--- config.mk ---
export PLATFORM = sky130hd
export DESIGN_NAME = fwd_sel_ctrl_flat
export DESIGN_NICKNAME = d
export VERILOG_FILES = /design/src/rtl/fwd_sel_ctrl_if.sv /design/src/rtl/fwd_sel_ctrl.sv /design/src/flat_wrapper.sv
export SDC_FILE = /design/constraint.sdc
export NUM_CORES = 1
export LEC_CHECK = 0
export CAP_MARGIN = 20
export CORE_UTILIZATION = 40
export CTS_CLUSTER_DIAMETER = 100
export CTS_CLUSTER_SIZE = 30
export DETAILED_ROUTE_END_ITERATION = 6
export GPL_ROUTABILITY_DRIVEN = 0
export HOLD_SLACK_MARGIN = 0.05
export SYNTH_ARGS = -nofsm -noshare
export SYNTH_HDL_FRONTEND = slang
export SYNTH_SLANG_ARGS = --single-unit
--- constraint.sdc ---
create_clock -name clk_i -period 5.4 [get_ports clk_i]
set_clock_uncertainty 0.15 [all_clocks]
set_input_delay 1.08 -clock clk_i [delete_from_list [all_inputs] [get_ports clk_i]]
set_output_delay 1.08 -clock clk_i [all_outputs]
set_load 0.1 [all_outputs]
--- src/rtl/fwd_sel_ctrl_if.sv ---
// fwd_sel_ctrl_if -- issue/forwarding bundle between the ID/EX stage logic and
// the fwd_sel_ctrl block.
//
//   iss_valid_i     ID presents an instruction for transfer into EX
//   iss_rs_i/rt_i   source registers of the issuing instruction
//   iss_rd_i        destination register of the issuing instruction
//   iss_regwrite_i  issuing instruction writes the register file
//   iss_memread_i   issuing instruction is a load
//   flush_i         kill instructions in ID and EX (branch taken)
//   hold_i          global freeze
//   stall_o         load-use stall request
//   fwd_a_o/fwd_b_o ALU operand mux selects (0 regfile, 1 EX/MEM, 2 MEM/WB)
//
// Optional (macro FWD_SEL_STAT_EN): stat_clr_i, stat_stall_o, stat_fwd_o.
// REG_AW must match the REG_AW of the fwd_sel_ctrl instance it connects to.
interface fwd_sel_ctrl_if #(
  parameter int REG_AW = 5
);
  logic              iss_valid_i;
  logic [REG_AW-1:0] iss_rs_i;
  logic [REG_AW-1:0] iss_rt_i;
  logic [REG_AW-1:0] iss_rd_i;
  logic              iss_regwrite_i;
  logic              iss_memread_i;
  logic              flush_i;
  logic              hold_i;
  logic              stall_o;
  logic [1:0]        fwd_a_o;
  logic [1:0]        fwd_b_o;
`ifdef FWD_SEL_STAT_EN
  logic              stat_clr_i;
  logic [15:0]       stat_stall_o;
  logic [15:0]       stat_fwd_o;

  modport master (
    output iss_valid_i, iss_rs_i, iss_rt_i, iss_rd_i, iss_regwrite_i,
           iss_memread_i, flush_i, hold_i, stat_clr_i,
    input  stall_o, fwd_a_o, fwd_b_o, stat_stall_o, stat_fwd_o
  );
  modport slave (
    input  iss_valid_i, iss_rs_i, iss_rt_i, iss_rd_i, iss_regwrite_i,
           iss_memread_i, flush_i, hold_i, stat_clr_i,
    output stall_o, fwd_a_o, fwd_b_o, stat_stall_o, stat_fwd_o
  );
`else
  modport master (
    output iss_valid_i, iss_rs_i, iss_rt_i, iss_rd_i, iss_regwrite_i,
           iss_memread_i, flush_i, hold_i,
    input  stall_o, fwd_a_o, fwd_b_o
  );
  modport slave (
    input  iss_valid_i, iss_rs_i, iss_rt_i, iss_rd_i, iss_regwrite_i,
           iss_memread_i, flush_i, hold_i,
    output stall_o, fwd_a_o, fwd_b_o
  );
`endif
endinterface

--- src/rtl/fwd_sel_ctrl.sv ---
// fwd_sel_ctrl -- forwarding-select and load-use stall controller.
//
// Keeps a shadow copy of the EX, MEM and WB stage register info and derives
// the 2-bit ALU operand mux selects for the instruction currently in EX
// (0 = register file, 1 = EX/MEM result, 2 = MEM/WB result), plus a load-use
// stall request for the instruction presented by ID.
//
// Ports:
//   clk_i  clock
//   rst_i  synchronous, active-low reset
//   bus    fwd_sel_ctrl_if.slave (issue fields, flush/hold, stall/fwd outputs)
//
// Optional feature, enabled by defining FWD_SEL_STAT_EN: saturating 16-bit
// counters of stall edges and forwarding edges on bus.stat_stall_o /
// bus.stat_fwd_o, cleared by reset or bus.stat_clr_i.
module fwd_sel_ctrl #(
  parameter int REG_AW    = 5,
  parameter int NREG_ZERO = 0
) (
  input  logic          clk_i,
  input  logic          rst_i,
  fwd_sel_ctrl_if.slave bus
);

  localparam logic [REG_AW-1:0] ZERO_REG = REG_AW'(NREG_ZERO);

  typedef struct packed {
    logic              valid;
    logic [REG_AW-1:0] rs;
    logic [REG_AW-1:0] rt;
    logic [REG_AW-1:0] rd;
    logic              regwrite;
    logic              memread;
  } entry_t;

  entry_t ex_reg, mem_reg, wb_reg;
  entry_t ex_next, mem_next;
  entry_t iss_entry;
  logic   stall;

  assign iss_entry = '{valid:    1'b1,
                       rs:       bus.iss_rs_i,
                       rt:       bus.iss_rt_i,
                       rd:       bus.iss_rd_i,
                       regwrite: bus.iss_regwrite_i,
                       memread:  bus.iss_memread_i};

  // Load in EX whose destination is read by the issuing instruction.
  // Gated by rst_i so it is low throughout reset, and by flush_i because
  // the dependent instruction is being killed anyway.
  assign stall = rst_i & ~bus.flush_i & bus.iss_valid_i &
                 ex_reg.valid & ex_reg.memread & (ex_reg.rd != ZERO_REG) &
                 ((ex_reg.rd == bus.iss_rs_i) | (ex_reg.rd == bus.iss_rt_i));

  always_comb begin
    ex_next  = '0;
    mem_next = ex_reg;
    if (bus.iss_valid_i && !stall && !bus.flush_i) begin
      ex_next = iss_entry;
    end
    // A taken branch also kills the instruction leaving EX.
    if (bus.flush_i) begin
      mem_next = '0;
    end
  end

  always_ff @(posedge clk_i) begin
    if (!rst_i) begin
      ex_reg  <= '0;
      mem_reg <= '0;
      wb_reg  <= '0;
    end else if (!bus.hold_i) begin
      ex_reg  <= ex_next;
      mem_reg <= mem_next;
      wb_reg  <= mem_reg;
    end
  end

  // A stage can supply a result only if it really writes a non-zero register.
  logic mem_fwd_ok, wb_fwd_ok;
  assign mem_fwd_ok = mem_reg.valid & mem_reg.regwrite & (mem_reg.rd != ZERO_REG);
  assign wb_fwd_ok  = wb_reg.valid & wb_reg.regwrite & (wb_reg.rd != ZERO_REG);

  logic [REG_AW-1:0] src_reg [2];
  logic [1:0]        fwd_sel [2];

  assign src_reg[0] = ex_reg.rs;
  assign src_reg[1] = ex_reg.rt;

  // Operand 0 is A (rs), operand 1 is B (rt); MEM is younger so it wins.
  genvar gi;
  generate
    for (gi = 0; gi < 2; gi++) begin : g_fwd
      logic mem_hit, wb_hit;
      assign mem_hit = mem_fwd_ok & (mem_reg.rd == src_reg[gi]);
      assign wb_hit  = wb_fwd_ok & (wb_reg.rd == src_reg[gi]);
      assign fwd_sel[gi] = !ex_reg.valid ? 2'd0 :
                           mem_hit       ? 2'd1 :
                           wb_hit        ? 2'd2 : 2'd0;
    end
  endgenerate

  assign bus.stall_o = stall;
  assign bus.fwd_a_o = fwd_sel[0];
  assign bus.fwd_b_o = fwd_sel[1];

  // Source fields and load flag of the older stages are carried so each
  // shadow entry mirrors the real pipeline register, but nothing reads them.
  logic unused_fields;
  assign unused_fields = ^{mem_reg.rs, mem_reg.rt, mem_reg.memread,
                           wb_reg.rs, wb_reg.rt, wb_reg.memread};

`ifdef FWD_SEL_STAT_EN
  logic [15:0] stat_stall_reg, stat_fwd_reg;
  logic        fwd_any;

  assign fwd_any = (fwd_sel[0] != 2'd0) | (fwd_sel[1] != 2'd0);

  always_ff @(posedge clk_i) begin
    if (!rst_i || bus.stat_clr_i) begin
      stat_stall_reg <= '0;
      stat_fwd_reg   <= '0;
    end else if (!bus.hold_i) begin
      if (stall && stat_stall_reg != 16'hFFFF) begin
        stat_stall_reg <= stat_stall_reg + 16'd1;
      end
      if (fwd_any && stat_fwd_reg != 16'hFFFF) begin
        stat_fwd_reg <= stat_fwd_reg + 16'd1;
      end
    end
  end

  assign bus.stat_stall_o = stat_stall_reg;
  assign bus.stat_fwd_o   = stat_fwd_reg;
`endif

endmodule

--- src/flat_wrapper.sv ---
// flat-port wrapper written by rule: the top's interface ports become plain ports
module fwd_sel_ctrl_flat 
#(
  parameter int REG_AW    = 5,
  parameter int NREG_ZERO = 0
)
  (clk_i, rst_i, bus_iss_valid_i, bus_iss_rs_i, bus_iss_rt_i, bus_iss_rd_i, bus_iss_regwrite_i, bus_iss_memread_i, bus_flush_i, bus_hold_i, bus_stall_o, bus_fwd_a_o, bus_fwd_b_o);
  fwd_sel_ctrl_if #(.REG_AW(REG_AW)) bus_i ();
  input  logic clk_i;
  input  logic rst_i;
  input wire logic [$bits(bus_i.iss_valid_i)-1:0] bus_iss_valid_i;
  input wire logic [$bits(bus_i.iss_rs_i)-1:0] bus_iss_rs_i;
  input wire logic [$bits(bus_i.iss_rt_i)-1:0] bus_iss_rt_i;
  input wire logic [$bits(bus_i.iss_rd_i)-1:0] bus_iss_rd_i;
  input wire logic [$bits(bus_i.iss_regwrite_i)-1:0] bus_iss_regwrite_i;
  input wire logic [$bits(bus_i.iss_memread_i)-1:0] bus_iss_memread_i;
  input wire logic [$bits(bus_i.flush_i)-1:0] bus_flush_i;
  input wire logic [$bits(bus_i.hold_i)-1:0] bus_hold_i;
  output wire logic [$bits(bus_i.stall_o)-1:0] bus_stall_o;
  output wire logic [$bits(bus_i.fwd_a_o)-1:0] bus_fwd_a_o;
  output wire logic [$bits(bus_i.fwd_b_o)-1:0] bus_fwd_b_o;
  assign bus_i.iss_valid_i = bus_iss_valid_i;
  assign bus_i.iss_rs_i = bus_iss_rs_i;
  assign bus_i.iss_rt_i = bus_iss_rt_i;
  assign bus_i.iss_rd_i = bus_iss_rd_i;
  assign bus_i.iss_regwrite_i = bus_iss_regwrite_i;
  assign bus_i.iss_memread_i = bus_iss_memread_i;
  assign bus_i.flush_i = bus_flush_i;
  assign bus_i.hold_i = bus_hold_i;
  assign bus_stall_o = bus_i.stall_o;
  assign bus_fwd_a_o = bus_i.fwd_a_o;
  assign bus_fwd_b_o = bus_i.fwd_b_o;
  fwd_sel_ctrl #(.REG_AW(REG_AW), .NREG_ZERO(NREG_ZERO)) u_core (.clk_i(clk_i), .rst_i(rst_i), .bus(bus_i));
endmodule
==> flow_summary_export.csv <==
group,metric,value,unit
outcome,status,"completed",
die,core-area,4380,sq um
logic_synthesis,ys_types,32,
setup_path,crit_required,4.17,ns
logic_synthesis,syn_inst,210,
clock_tree,cts_tree,"done",
finish,final_cell_mix,"32 x dfxtp_1, 25 x clkdlybuf4s50_1, 22 x nand3_1",
routing,drc,0,
routing,wl,4240,um
logic_synthesis,synthesis.nets,232,
setup_path,crit_arrival,2.95,ns
routing,drt_iter0_drc,96,
timing,tightest_slew,1.02,ns
timing,hold_violations,0,
timing,setup_viol,0,
clock_tree,h-tree-depth,2,
die,start_util,42.0,%
die,die_area,4880,sq um
finish,nFillCells,423,
global_route,track_usage,18.4,%
routing,viasPerCell,5.58,
clock_tree,path_clk_slew,0.07,ns
power_and_ir_drop,vdd_ir_drop_max,0.116,mV
global_route,overflow,0,
global_route,grt_pass1_wl,7240,um
finish,final_common_cell,"dfxtp_1",
placement,port_buffers,26,
finish,antennaDiodeCount,0,
finish,multi_input_area,1130,sq um
logic_synthesis,ys_warn_count,0,
finish,syn_to_final_growth,20.5,%
die,fp.dieW,69.9,um
timing,maxSlewViolCount,0,
setup_path,cp-end-kind,"primary output",
setup_path,criticalPathCategory,"register to primary output",
timing,period_minus_slack,4.18,ns
logic_synthesis,ys_ff_latch,32,
routing,vias,1586,
clock_tree,cts_made_buffers,5,
timing,rsz0062_at_grt,"false",
timing,fin_tns_setup,0,ns
clock_tree,cts_setup_buffers,0,
logic_synthesis,syn_avg_cell_area,8.77,sq um
routing,ant_nets,0,
global_route,first_global_vias,1481,
routing,wl_per_cell,14.9,um
global_route,antenna_found_initial,0,
clock_tree,clk_latency,0.28,ns
timing,period_share,77.5,%
clock_tree,cts_hold_buffers,0,
clock_tree,postCtsResizedCells,0,
timing,slew_headroom,31.7,%
job,max_cap_viol_count,0,
power_and_ir_drop,p_per_area,231,nW/um^2
setup_path,cp-start-kind,"register",
setup_path,cp_max_fo,5,
routing,dr.pass1.iters,5,
clock_tree,root_buffer,"clkbuf_8",
power_and_ir_drop,p_total,512,uW
logic_synthesis,synth_seq_area_share,34.8,%
power_and_ir_drop,leakage,0.000864,uW
timing,max_freq,0.239,GHz
die,dieHeight,69.9,um
finish,utilization,50.6,%
finish,seq_area,641,sq um
clock_tree,cts_sinks,32,
finish,drive_gt1_share,8.19,%
die,core.rowCount,24,
clock_tree,cts_buffer_depth,2,
hold_path,hp-class,"register to register",
timing,setup_slack,1.22,ns
placement,dp.final_hpwl,2960,um
logic_synthesis,netlist_area,1840,sq um
finish,largest_register_ffs,18,
finish,nets,253,
global_route,grt_max_degree,51,
placement,post-place-ws,1.41,ns
die,ios,27,
-- kinds of logic after synthesis --
| family | after synthesis | share of synthesized area [%] |
|---|---|---|
| buffers and inverters | 15 | 3.94 |
| AO/OA/AOI/OAI | 47 | 16.6 |
| multiplexers | 7 | 3.80 |
| AND/OR/NAND/NOR | 79 | 26.6 |
| XOR/XNOR | 30 | 14.3 |
| flip-flops | 32 | 34.8 |
-- metal layers --
layer  share of wire, %  up-vias  GRT usage (%)
li1                   -      805              -
met1                 48      742           25.1
met2                 48       33           29.6
met3                3.4        6           3.90
met4                1.0        0           4.67
met5                  0        -              0
-- synthesized netlist by cell type --
cell type,n,area (sq um)
dfxtp_1,32,641
nand3_1,22,110
xnor2_1,18,158
a22oi_1,17,128
and3_1,17,106
o21ai_0,17,85.1
nor2b_1,14,87.6
xor2_1,12,105
clkbuf_1,9,33.8
a21oi_1,7,35.0
mux2i_1,7,70.1
nor3b_1,7,52.6
buf_2,4,20.0
and2_1,3,18.8
nor4_1,3,18.8
or4_1,3,22.5
nand2_1,2,7.51
nor3_1,2,10.0
a21oi_2,1,8.76
and2_2,1,7.51
and2b_2,1,8.76
and4b_1,1,10.0
buf_1,1,3.75
buf_8,1,15.0
nor2_2,1,6.26
nor3b_2,1,12.5
o2111ai_1,1,8.76
o211ai_1,1,7.51
o211ai_4,1,21.3
o21ai_1,1,5.00
o22ai_1,1,6.26
or4_4,1,11.3
-- metrics by stage --
stage,std cells,hold WS [ns],instance area (sq um)
after detailed placement,276,0.340,2130
after global routing,284,0.432,2220
final,284,0.362,2220
after floorplan,210,0.302,1840
after global placement,276,0.339,2130
after CTS,284,0.357,2220
-- report_power, final --
group          switching (uW)  leakage [uW]  internal (uW)
registers                10.8      0.000260            243
logic                    31.6      0.000554           36.6
clock network            88.5     0.0000510            102
-- critical path, cell delays in order (launching register included) --
cell	delay (ns)
dfxtp_1	0.36
or4_1	0.52
o211ai_1	0.21
nor4_1	0.11
nor4_1	0.29
clkdlybuf4s50_1	1.18
-- area by class of cell --
type                       count  area share [%]
clock buffer                   6            3.72
timing repair buffer          29            13.2
multi-input combinational    163            50.8
clock inverter                 2           0.451
tap                           52            2.93
sequential                    32            28.9
-- worst paths after layout --
path | from | end | slack [ns] | cells past startpoint
worst max-delay path | u_core.mem_reg[2] | bus_fwd_a_o[1] | 1.22 | 5
worst min-delay path | u_core.ex_reg[1] | u_core.ex_reg[1] | 0.36 | 2
worst max register to register | u_core.ex_reg[3] | u_core.ex_reg[0] | 3.51 | 4
worst min register to register | u_core.ex_reg[1] | u_core.ex_reg[1] | 0.36 | 2
No activity file was read; power rests on OpenSTA's default activity.
